## src/rtl/mem_arb_pkg.sv

```systemverilog
// Shared types and constants for the memory port arbiter.
package mem_arb_pkg;

    // Arbiter sequencing: wait for a request, run the memory access, present the response.
    typedef enum logic [1:0] {
        ST_IDLE   = 2'd0,
        ST_ACCESS = 2'd1,
        ST_RESP   = 2'd2
    } state_t;

    // Which port owns the transaction currently in flight.
    typedef enum logic {
        OWN_FETCH = 1'b0,
        OWN_DATA  = 1'b1
    } owner_t;

    // Memory word is split into this many byte lanes, lane 0 = most significant byte.
    localparam int NUM_LANES = 4;

endpackage

```

## src/rtl/mem_arb_priority.sv

```systemverilog
// Grant selection between the fetch and data ports.
// Build option: MEM_ARB_ROUND_ROBIN_EN selects round-robin on contention;
// otherwise the data port (the older instruction) always wins.
module mem_arb_priority
    import mem_arb_pkg::*;
(
    input  logic   fetch_req,
    input  logic   data_req,
    input  owner_t last_served,
    output logic   grant,
    output owner_t owner
);

    assign grant = fetch_req | data_req;

`ifdef MEM_ARB_ROUND_ROBIN_EN
    // On contention, serve whichever port was not served last.
    always_comb begin
        // NOTE: every combinational output gets a default first, so no path can infer a latch.
        owner = OWN_FETCH;
        if (fetch_req && data_req)
            owner = (last_served == OWN_DATA) ? OWN_FETCH : OWN_DATA;
        else if (data_req)
            owner = OWN_DATA;
    end
`else
    // Fixed priority: data access beats instruction fetch.
    always_comb begin
        owner = data_req ? OWN_DATA : OWN_FETCH;
    end

    // History is irrelevant under fixed priority.
    logic unused_last_served;
    assign unused_last_served = last_served;
`endif

endmodule

```

## src/rtl/mem_port_arbiter.sv

```systemverilog
// Shares one memory port between instruction fetch and data access.
// One transaction at a time: grant, hold the address for MEM_LATENCY cycles,
// capture the read word, then pulse the owner's valid for one cycle.
// Build option: MEM_ARB_ROUND_ROBIN_EN (see mem_arb_priority).
module mem_port_arbiter
    import mem_arb_pkg::*;
#(
    parameter int XLEN        = 32,
    parameter int MEM_LATENCY = 2
) (
    input  logic            clk,
    input  logic            rst_b,
    input  logic            if_req,
    input  logic [XLEN-1:0] if_addr,
    output logic            if_valid,
    output logic [XLEN-1:0] if_rdata,
    input  logic            dm_req,
    input  logic            dm_we,
    input  logic [XLEN-1:0] dm_addr,
    input  logic [XLEN-1:0] dm_wdata,
    output logic            dm_valid,
    output logic [XLEN-1:0] dm_rdata,
    output logic [XLEN-1:0] mem_addr,
    output logic [7:0]      mem_data_in  [0:NUM_LANES-1],
    input  logic [7:0]      mem_data_out [0:NUM_LANES-1],
    output logic            mem_write_en,
    output logic            stall
);

    localparam logic [3:0] CNT_INIT = 4'(MEM_LATENCY - 1);

    state_t          state_q, state_d;
    owner_t          owner_q, owner_d;
    owner_t          last_q, last_d;
    logic [3:0]      cnt_q, cnt_d;
    logic [XLEN-1:0] addr_q, addr_d;
    logic            we_q, we_d;
    logic [XLEN-1:0] wdata_q, wdata_d;
    logic [XLEN-1:0] if_rdata_q, dm_rdata_q;
    logic            capture;

    logic            fetch_req_m, data_req_m, grant;
    owner_t          grant_owner;
    logic [31:0]     rd_word;

    // The port just being answered cannot win again in its response cycle;
    // its request line still shows the transaction that is completing.
    assign fetch_req_m = if_req & ~(state_q == ST_RESP && owner_q == OWN_FETCH);
    assign data_req_m  = dm_req & ~(state_q == ST_RESP && owner_q == OWN_DATA);

    mem_arb_priority u_priority (
        .fetch_req   (fetch_req_m),
        .data_req    (data_req_m),
        .last_served (last_q),
        .grant       (grant),
        .owner       (grant_owner)
    );

    // Reassemble the read lanes: lane 0 carries the most significant byte.
    always_comb begin
        rd_word = '0;
        for (int i = 0; i < NUM_LANES; i++)
            rd_word[8*(NUM_LANES-1-i) +: 8] = mem_data_out[i];
    end

    // Next-state logic: arbitrate from IDLE/RESP, count down the access, then respond.
    always_comb begin
        state_d = state_q;
        owner_d = owner_q;
        last_d  = last_q;
        cnt_d   = cnt_q;
        addr_d  = addr_q;
        we_d    = we_q;
        wdata_d = wdata_q;
        capture = 1'b0;
        case (state_q)
            ST_IDLE, ST_RESP: begin
                if (grant) begin
                    state_d = ST_ACCESS;
                    owner_d = grant_owner;
                    last_d  = grant_owner;
                    cnt_d   = CNT_INIT;
                    addr_d  = (grant_owner == OWN_DATA) ? dm_addr : if_addr;
                    we_d    = (grant_owner == OWN_DATA) && dm_we;
                    wdata_d = dm_wdata;
                end else begin
                    state_d = ST_IDLE;
                end
            end
            ST_ACCESS: begin
                if (cnt_q == 4'd0) begin
                    capture = 1'b1;
                    state_d = ST_RESP;
                end else begin
                    cnt_d = cnt_q - 4'd1;
                end
            end
            default: state_d = ST_IDLE;
        endcase
    end

    // State and transaction registers; reset aborts any access in flight.
    always_ff @(posedge clk) begin
        // NOTE: sequential state uses non-blocking assignments so every register samples pre-edge values.
        if (rst_b) begin
            state_q    <= ST_IDLE;
            owner_q    <= OWN_FETCH;
            last_q     <= OWN_DATA;
            cnt_q      <= 4'd0;
            addr_q     <= '0;
            we_q       <= 1'b0;
            wdata_q    <= '0;
            if_rdata_q <= '0;
            dm_rdata_q <= '0;
        end else begin
            state_q <= state_d;
            owner_q <= owner_d;
            last_q  <= last_d;
            cnt_q   <= cnt_d;
            addr_q  <= addr_d;
            we_q    <= we_d;
            wdata_q <= wdata_d;
            if (capture) begin
                if (owner_q == OWN_FETCH)
                    if_rdata_q <= XLEN'(rd_word);
                else if (!we_q)
                    dm_rdata_q <= XLEN'(rd_word);
            end
        end
    end

    // Write lanes follow the same big-endian byte order as the read lanes.
    for (genvar i = 0; i < NUM_LANES; i++) begin : g_wlane
        assign mem_data_in[i] = wdata_q[8*(NUM_LANES-1-i) +: 8];
    end

    assign if_valid     = (state_q == ST_RESP) && (owner_q == OWN_FETCH);
    assign dm_valid     = (state_q == ST_RESP) && (owner_q == OWN_DATA);
    assign if_rdata     = if_rdata_q;
    assign dm_rdata     = dm_rdata_q;
    assign mem_addr     = (state_q == ST_ACCESS) ? (addr_q & ~XLEN'(3)) : '0;
    assign mem_write_en = (state_q == ST_ACCESS) && (owner_q == OWN_DATA) && we_q &&
                          (cnt_q == CNT_INIT);
    assign stall        = (if_req & ~if_valid) | (dm_req & ~dm_valid);

endmodule

```

## config.mk

```make
export PLATFORM = sky130hd
export DESIGN_NAME = mem_port_arbiter
export DESIGN_NICKNAME = d
export VERILOG_FILES = /design/src/rtl/mem_arb_pkg.sv /design/src/rtl/mem_arb_priority.sv /design/src/rtl/mem_port_arbiter.sv
export SDC_FILE = /design/constraint.sdc
export NUM_CORES = 1
export LEC_CHECK = 0
export CELL_PAD_IN_SITES_DETAIL_PLACEMENT = 1
export CELL_PAD_IN_SITES_GLOBAL_PLACEMENT = 2
export CORE_MARGIN = 2
export CORE_UTILIZATION = 29
export CTS_CLUSTER_SIZE = 25
export DETAILED_ROUTE_END_ITERATION = 8
export DONT_BUFFER_PORTS = 1
export GPL_ROUTABILITY_DRIVEN = 0
export GPL_TIMING_DRIVEN = 1
export PLACE_DENSITY_LB_ADDON = 0.1
export SYNTH_ARGS = -nofsm -noshare
export SYNTH_HDL_FRONTEND = slang
export SYNTH_SLANG_ARGS = --single-unit
```

## constraint.sdc

```tcl
create_clock -name clk -period 1.8 [get_ports clk]
set_input_delay 0.09 -clock clk [delete_from_list [all_inputs] [get_ports clk]]
set_output_delay 0.09 -clock clk [all_outputs]
set_load 0.01 [all_outputs]
```

==> impl_metrics.ini, run 1 <==
[global_route]
overflow = 0
grt_pass1_vias = 4762
antenna_found_initial = 0
grt_pass1_wl_um = 25600
top_usage_layer = met2
met3_usage = 0.0677
grt_use_met1 = 0.189
grt_use_met2 = 0.279
grt_max_degree = 135
grt_usage = 0.167

[timing]
fmax_ghz = 0.528
rsz0062_at_grt = yes
finalSetupViolations = 32
finalCriticalPeriod_ns = 1.89
layout_setup_ws_ns = -0.0939
finalHoldViolations = 131
holdWs_ns = -0.257
slew_violations = 0
clock_skew_ns = 0.0141
fin_crit_sh = 1.05

[final_layout]
drive_gt1_frac = 0.163
final_nets = 811
fillers = 2145
final_common_cell = nand2_1
diodes = 0
final_cell_mix = 243 x nand2_1, 130 x dfxtp_1, 79 x a21oi_1
layout.area.seq_sq_um = 2690
multi_input_area_sq_um = 2520
area_growth_syn_to_layout_pct = 23.2

[placement]
hpwl_um = 10900
pre_cts_ws_ns = -0.0590
io_buffers = 0

[die]
die_x_um = 139
start_util = 0.295
die_y_um = 139
boundaryPins = 265
design.core.area_sq_um = 17900
design.die.area_sq_um = 19300
rows = 49

[cts]
cts.sinks = 134
root_buffer = clkbuf_16
ctsLongestPathBuffers = 2
insertion_delay_ns = 0.42
tritoncts = built
path_clk_slew_ns = 0.06
htree_levels = 4
postCtsHoldBufs = 1
cts_buffers = 17

[power]
power_density_nw_per_um2 = 1200
pwr-share-clk = 0.445
pwr-share-seq = 0.436
leakagePower_nw = 2.41
vdd_drop_max_v = 0.000730
power_mw = 7.81
switching_power_mw = 2.14
power.switching_fraction = 0.274
power.internal_mw = 5.67
pwr-share-comb = 0.119

[outcome]
outcome = finished with violations
violations = negative hold slack, negative setup slack

[logic_synthesis]
synth_area_sq_um = 5270
ys.warnings.count = 0
synth_cell_types = 34
synthAdderAreaFrac = 0.00475
synthSimpleGateAreaFrac = 0.270
muxShareOfSynthArea = 0.00190
ys_ff_latch = 134
synthCells = 683
synthTopCellsByArea = dfxtp_1 51%, nand2_1 19%, a21oi_1 9.6%
synthXorXnorAreaFrac = 0
synth_top_family_by_area = simple AND/OR/NAND/NOR gates
yosysTopAreaCellShare = 0.509
synth_sequential_area_ratio = 0.509
yosysTopAreaCell = dfxtp_1
synth_area_per_cell_sq_um = 7.72
synth_compound_area_frac = 0.160

[routing]
routed-via-count = 4604
drt.antenna.violating_nets = 0
routedWlPerCell_um = 18.0
viasPerCell = 5.02
drc = 0
first_pass_iters = 4
routed_wl_um = 16500
drtIter0Drc = 170

[setup_path]
start_kind = register
path_class = register to register
cp.required_ns = 2.15
crit_arrival_ns = 2.24
critPathMaxFanout = 8
endpoint_kind = register

[run]
maxCapViolCount = 0

[min_path]
hold_class = input pin to register
[Yosys cell counts, drive strengths merged]
master  count
nand3       2
or3b        1
nor3        3
conb        1
mux2i       1
o21bai      1
a21o        1
or3         1
nor2       33
o22ai       1
nand2b      3
a311oi     30
a21oi     101
nand2     260
a31oi       1
or4         1
o221a       1
inv         5
o32ai       1
buf        23
and2       31
ha          2
a311o       1
nand3b      1
nor4b       2
nor2b       2
nor4        2
clkbuf     33
dfxtp     134
o21ai       4
[repair_timing]
item                       4_1_cts  5_1_grt
buffers inserted                 0        3
pin swaps                        0       21
setup endpoints to repair       33       95
hold endpoints to repair       134      131
gates cloned                     0        3
resized for setup                5       57
[per-layer routing]
layer | up-vias | routed length [um] | share of wire
met5 | - | 0 | 0
met1 | 2179 | 6600 | 0.40
met4 | 0 | 378 | 0.023
met3 | 25 | 1420 | 0.086
li1 | 2238 | - | -
met2 | 162 | 8090 | 0.49
[logic make-up (layout without fill, tap and decap cells)]
logic type      after synthesis  after routing
other cells                   1              2
flops                       134            134
mux                           1              1
compound gates              142            142
fa+ha+maj                     2              2
buf+inv                      61             66
simple gates                342            342
[path summary, 6_finish.rpt]
kind / end / slack (ns) / cells past startpoint / startpoint
worst min register to register: addr_q[13]$_SDFFE_PP0P_ / 0.49 / 2 / addr_q[13]$_SDFFE_PP0P_
worst max register to register: dm_rdata[14]$_SDFFE_PP0P_ / -0.09 / 9 / cnt_q[1]$_SDFFE_PP0P_
worst max-delay path: dm_rdata[14]$_SDFFE_PP0P_ / -0.09 / 9 / cnt_q[1]$_SDFFE_PP0P_
worst min-delay path: addr_q[14]$_SDFFE_PP0P_ / -0.26 / 1 / rst_b
[power groups by stage]
stage / Clock [mW] / Sequential [mW] / Combinational (mW)
after floorplan: 0 / 3.42 / 0.671
after global placement: 0 / 3.47 / 0.863
after detailed placement: 0 / 3.48 / 0.899
after CTS: 3.58 / 3.41 / 0.905
after global routing: 3.72 / 3.44 / 1.06
final: 3.48 / 3.41 / 0.930
[worst max-delay path, stage by stage, from the launching register on]
cell and delay [ns]:
dfxtp_2 0.33, inv_2 0.07, ha_4 0.13, or3b_4 0.40, buf_6 0.14, nor4_4 0.21, buf_6 0.19, buf_6 0.15
nand2_1 0.07, a21oi_1 0.12
[cell type report]
type | count | share of cell area
repair buffers | 29 | 0.0601
inverters | 5 | 0.00289
well taps | 229 | 0.0441
clock buffers | 19 | 0.0682
clock inverters | 13 | 0.0223
flip-flops and latches | 134 | 0.414
multi-input cells | 489 | 0.389
[sequential cells by signal, summed over array words and instances, names as in the netlist]
signal,flops
mem_data_in,32
addr_q,30
if_rdata,32
cnt_q,4
we_q,1
owner_q,1
dm_rdata,32
state_q,2
[through the flow]
stage	cell area [sq um]	util	instances	hold WS, ns	TNS [ns]
floorplan	5300	-	684	0.226	-0.892
global placement	5610	0.313	879	0.173	-0.0253
detailed placement	5610	0.313	879	0.175	-0.902
CTS	6230	0.348	912	-0.281	-0.836
global route	6500	0.363	918	-0.281	-3.93
finish	6500	0.363	918	-0.257	-2.24
Power figures use the tool's default switching activity.
==> run 2: changes to the inputs <==
CORE_UTILIZATION = 33   (was 29)
clock period = 2 ns   (was 1.8 ns; I/O delays follow)
==> impl_metrics.ini, run 2 (same netlist as run 1, synthesis figures left out) <==
[outcome]
outcome = finished with violations
violations = negative hold slack

[cts]
htree_levels = 4
path_clk_slew_ns = 0.06
insertion_delay_ns = 0.41
root_buffer = clkbuf_16
tritoncts = built
postCtsHoldBufs = 2
cts_buffers = 17
cts.sinks = 134
ctsLongestPathBuffers = 2

[power]
power_density_nw_per_um2 = 1140
leakagePower_nw = 2.31
power_mw = 7.15
vdd_drop_max_v = 0.000553

[global_route]
grt_pass1_vias = 4534
overflow = 0
grt_max_degree = 135
antenna_found_initial = 0
grt_usage = 0.174
grt_pass1_wl_um = 23000

[setup_path]
crit_arrival_ns = 2.29
path_class = register to register
cp.required_ns = 2.34
critPathMaxFanout = 8
endpoint_kind = register
start_kind = register

[min_path]
hold_class = input pin to register

[final_layout]
final_nets = 806
diodes = 0
area_growth_syn_to_layout_pct = 19.0
finalInstanceArea_sq_um = 6270
final_common_cell = nand2_1
fin_cells = 900
fillers = 1898
final_cell_mix = 260 x nand2_1, 131 x dfxtp_1, 98 x a21oi_1
layout.area.seq_sq_um = 2690
drive_gt1_frac = 0.0994
multi_input_area_sq_um = 2360

[routing]
viasPerCell = 5.03
first_pass_iters = 4
routedWlPerCell_um = 17.7
drt.antenna.violating_nets = 0
drc = 0
routed-via-count = 4531
drtIter0Drc = 179
routed_wl_um = 16000

[timing]
holdWs_ns = -0.243
finalCriticalPeriod_ns = 1.95
slew_violations = 0
finalHoldViolations = 130
fin_crit_sh = 0.976
fmax_ghz = 0.512
setup_tns_ns = 0
clock_skew_ns = 0.00995
finalSetupViolations = 0

[placement]
hpwl_um = 10500
io_buffers = 0
dp.cells = 861
place_area_sq_um = 5510

[die]
design.die.area_sq_um = 17000
start_util = 0.334
die_x_um = 130
rows = 46
boundaryPins = 265
die_y_um = 130
design.core.area_sq_um = 15800

[run]
maxCapViolCount = 0
-- run 2: final cells by class --
class / count / share of cell area
clock buffers: 22 / 0.0772
repair buffers: 24 / 0.0501
inverters: 5 / 0.00299
flip-flops and latches: 134 / 0.428
well taps: 216 / 0.0431
multi-input cells: 489 / 0.376
clock inverters: 10 / 0.0225
-- run 2: stage by stage --
step	utilization	worst slack (ns)
floorplan	-	0.132
global placement	0.350	0.0731
detailed placement	0.350	0.0111
CTS	0.391	0.00852
global route	0.398	-0.0240
finish	0.398	0.0470
-- run 2: path summary, 6_finish.rpt --
kind                            depth (start not counted)                   start                       end  slack (ns)
worst max register to register                          9   cnt_q[0]$_SDFFE_PP0P_  dm_rdata[4]$_SDFFE_PP0P_        0.05
worst max-delay path                                    9   cnt_q[0]$_SDFFE_PP0P_  dm_rdata[4]$_SDFFE_PP0P_        0.05
worst min-delay path                                    1                   rst_b    addr_q[8]$_SDFFE_PP0P_       -0.24
worst min register to register                          2  addr_q[8]$_SDFFE_PP0P_    addr_q[8]$_SDFFE_PP0P_        0.49
-- run 2: what timing repair did --
item                                   4_1_cts  5_1_grt
endpoints found under the hold margin      134      130
setup endpoints to repair                    0       48
buffers inserted                             0        2
gates resized for setup                      0       14
-- run 2: routing by layer --
metal / wire [um] / track usage
met3: 1420 / 0.0643
met2: 7910 / 0.296
met1: 6310 / 0.197
met4: 313 / 0.0732
met5: 0 / 0
-- run 2: critical path, stage by stage, from the launching register on --
cell,delay (ns)
dfxtp_2,0.33
inv_2,0.06
ha_2,0.19
or3b_4,0.42
buf_6,0.15
nor4_4,0.22
buf_6,0.18
clkbuf_16,0.17
nand2_1,0.06
a21oi_1,0.11
-- run 2: report_power, final --
group	internal, mW	switching (mW)	total (mW)	leakage, nW
Clock	2.10	1.19	3.29	0.304
Combinational	0.309	0.475	0.785	0.906
Sequential	2.88	0.191	3.07	1.10
==> run 3: changes to the inputs <==
REMOVE_ABC_BUFFERS = 1   (was unset)
==> impl_metrics.ini, run 3 (same netlist as run 1, synthesis figures left out) <==
[outcome]
outcome = finished with violations
violations = negative hold slack

[routing]
first_pass_iters = 4
highest_layer = met4
drt.antenna.violating_nets = 0
wl_met3_um = 1960
viasPerCell = 5.12
wl_met1_um = 6280
route.met2.wl_um = 8130
drc = 0
routed-via-count = 4606
drtIter0Drc = 197
routed_wl_um = 16600
routedWlPerCell_um = 18.5

[timing]
finalHoldViolations = 130
slew_violations = 0
fin_crit_sh = 0.965
holdWs_ns = -0.257
fmax_ghz = 0.518
finalSetupViolations = 0
finalCriticalPeriod_ns = 1.93
clock_skew_ns = 0.00916
layout_setup_ws_ns = 0.0698

[setup_path]
cp.required_ns = 2.35
path_class = register to register
crit_arrival_ns = 2.28
critPathMaxFanout = 8
worstSetupStartpoint = cnt_q[1]$_SDFFE_PP0P_
r2r_cells = 9
r2r-end = dm_rdata[17]$_SDFFE_PP0P_
endpoint_kind = register
start_kind = register
regToRegSetupSlack_ns = 0.07
worstSetupEndpoint = dm_rdata[17]$_SDFFE_PP0P_
r2r_start = cnt_q[1]$_SDFFE_PP0P_

[cts]
cts.sinks = 134
htree_levels = 4
insertion_delay_ns = 0.43
ctsLongestPathBuffers = 2
tritoncts = built
postCtsHoldBufs = 3
root_buffer = clkbuf_16
path_clk_slew_ns = 0.07
cts_buffers = 17

[placement]
hpwl_um = 10700
pre_cts_ws_ns = 0.0287
io_buffers = 0

[power]
power.internal_mw = 4.96
vdd_drop_max_v = 0.000599
pwr-share-seq = 0.444
power.switching_fraction = 0.284
power_density_nw_per_um2 = 1110
pwr-share-clk = 0.444
leakagePower_nw = 2.28
pwr-share-comb = 0.112
power_mw = 6.93
switching_power_mw = 1.97

[die]
rows = 46
die_y_um = 130
boundaryPins = 265
start_util = 0.334
die_x_um = 130
design.die.area_sq_um = 17000
design.core.area_sq_um = 15800

[final_layout]
final_cell_mix = 259 x nand2_1, 132 x dfxtp_1, 96 x a21oi_1
area_growth_syn_to_layout_pct = 18.4
final_common_cell = nand2_1
drive_gt1_frac = 0.102
final_nets = 806
diodes = 0

[global_route]
grt_pass1_wl_um = 24300
overflow = 0
grt_usage = 0.185
grt_max_degree = 135
grt_pass1_vias = 4610
antenna_found_initial = 0

[run]
maxCapViolCount = 0

[min_path]
hold_class = input pin to register
run 3: changes by cell type in the layout (fill, tap and decap cells not counted), moves of 2 or more:
cell	before	now
clkinvlp_4	2	4
a21oi_1	98	96
bufinv_16	3	1
clkinv_4	0	2
buf_6	5	3
inv_6	3	6
clkbuf_8	4	1
a21oi_2	2	4
clkinv_2	2	0
run 3: worst min path at each step:
stage / from / end / slack, ns / depth (start not counted)
CTS: rst_b / mem_data_in[23]$_SDFFE_PP0P_ / -0.28 / 1
global placement: rst_b / mem_data_in[23]$_SDFFE_PP0P_ / 0.18 / 1
detailed placement: rst_b / mem_data_in[23]$_SDFFE_PP0P_ / 0.18 / 1
global route: rst_b / mem_data_in[23]$_SDFFE_PP0P_ / -0.28 / 1
floorplan: rst_b / dm_rdata[0]$_SDFFE_PP0P_ / 0.17 / 1
finish: rst_b / mem_data_in[23]$_SDFFE_PP0P_ / -0.26 / 1
run 3: final cells by class:
| type | count | area, sq um |
|---|---|---|
| fill | 1935 | 9530 |
| inverter | 5 | 18.8 |
| clock inverter | 14 | 141 |
| tap | 216 | 270 |
| sequential | 134 | 2690 |
| multi-input combinational | 489 | 2380 |
| clock buffer | 18 | 439 |
| timing repair buffer | 24 | 309 |
run 3: timing repair:
item	CTS	global route
buffers inserted	0	3
gates resized for setup	0	14
setup endpoints to repair	0	33
hold endpoints to repair	133	130
run 3: per-stage QoR:
step                      hold WS [ns]  cell area [sq um]  setup TNS (ns)  cells  utilization
after global placement           0.180               5500               0    859        0.349
final                           -0.257               6240               0    900        0.396
after floorplan                  0.169               5010         -182.11    628            -
after CTS                       -0.278               6110               0    894        0.387
after detailed placement         0.184               5500               0    859        0.349
after global routing            -0.280               6240         -0.0642    900        0.396
run 3: per-layer routing:
layer	track usage	vias up
met1	0.194	2187
li1	-	2219
met4	0.0713	0
met2	0.315	181
met3	0.0969	19
met5	0	-
run 3: power by group through the flow:
stage / logic [mW] / registers (mW) / clock network [mW]
after CTS: 0.769 / 3.08 / 3.16
after detailed placement: 0.763 / 3.13 / 0
after global routing: 0.884 / 3.10 / 3.27
final: 0.779 / 3.08 / 3.07
after floorplan: 0.533 / 3.08 / 0
after global placement: 0.731 / 3.13 / 0
run 3: worst max-delay path, stage by stage (launching register included):
cell and delay [ns]:
dfxtp_2 0.33, inv_2 0.08, ha_4 0.14, or3b_4 0.40, buf_6 0.14, nor4_4 0.26
buf_6 0.17, clkbuf_16 0.16, nand2_1 0.06, a21oi_1 0.11
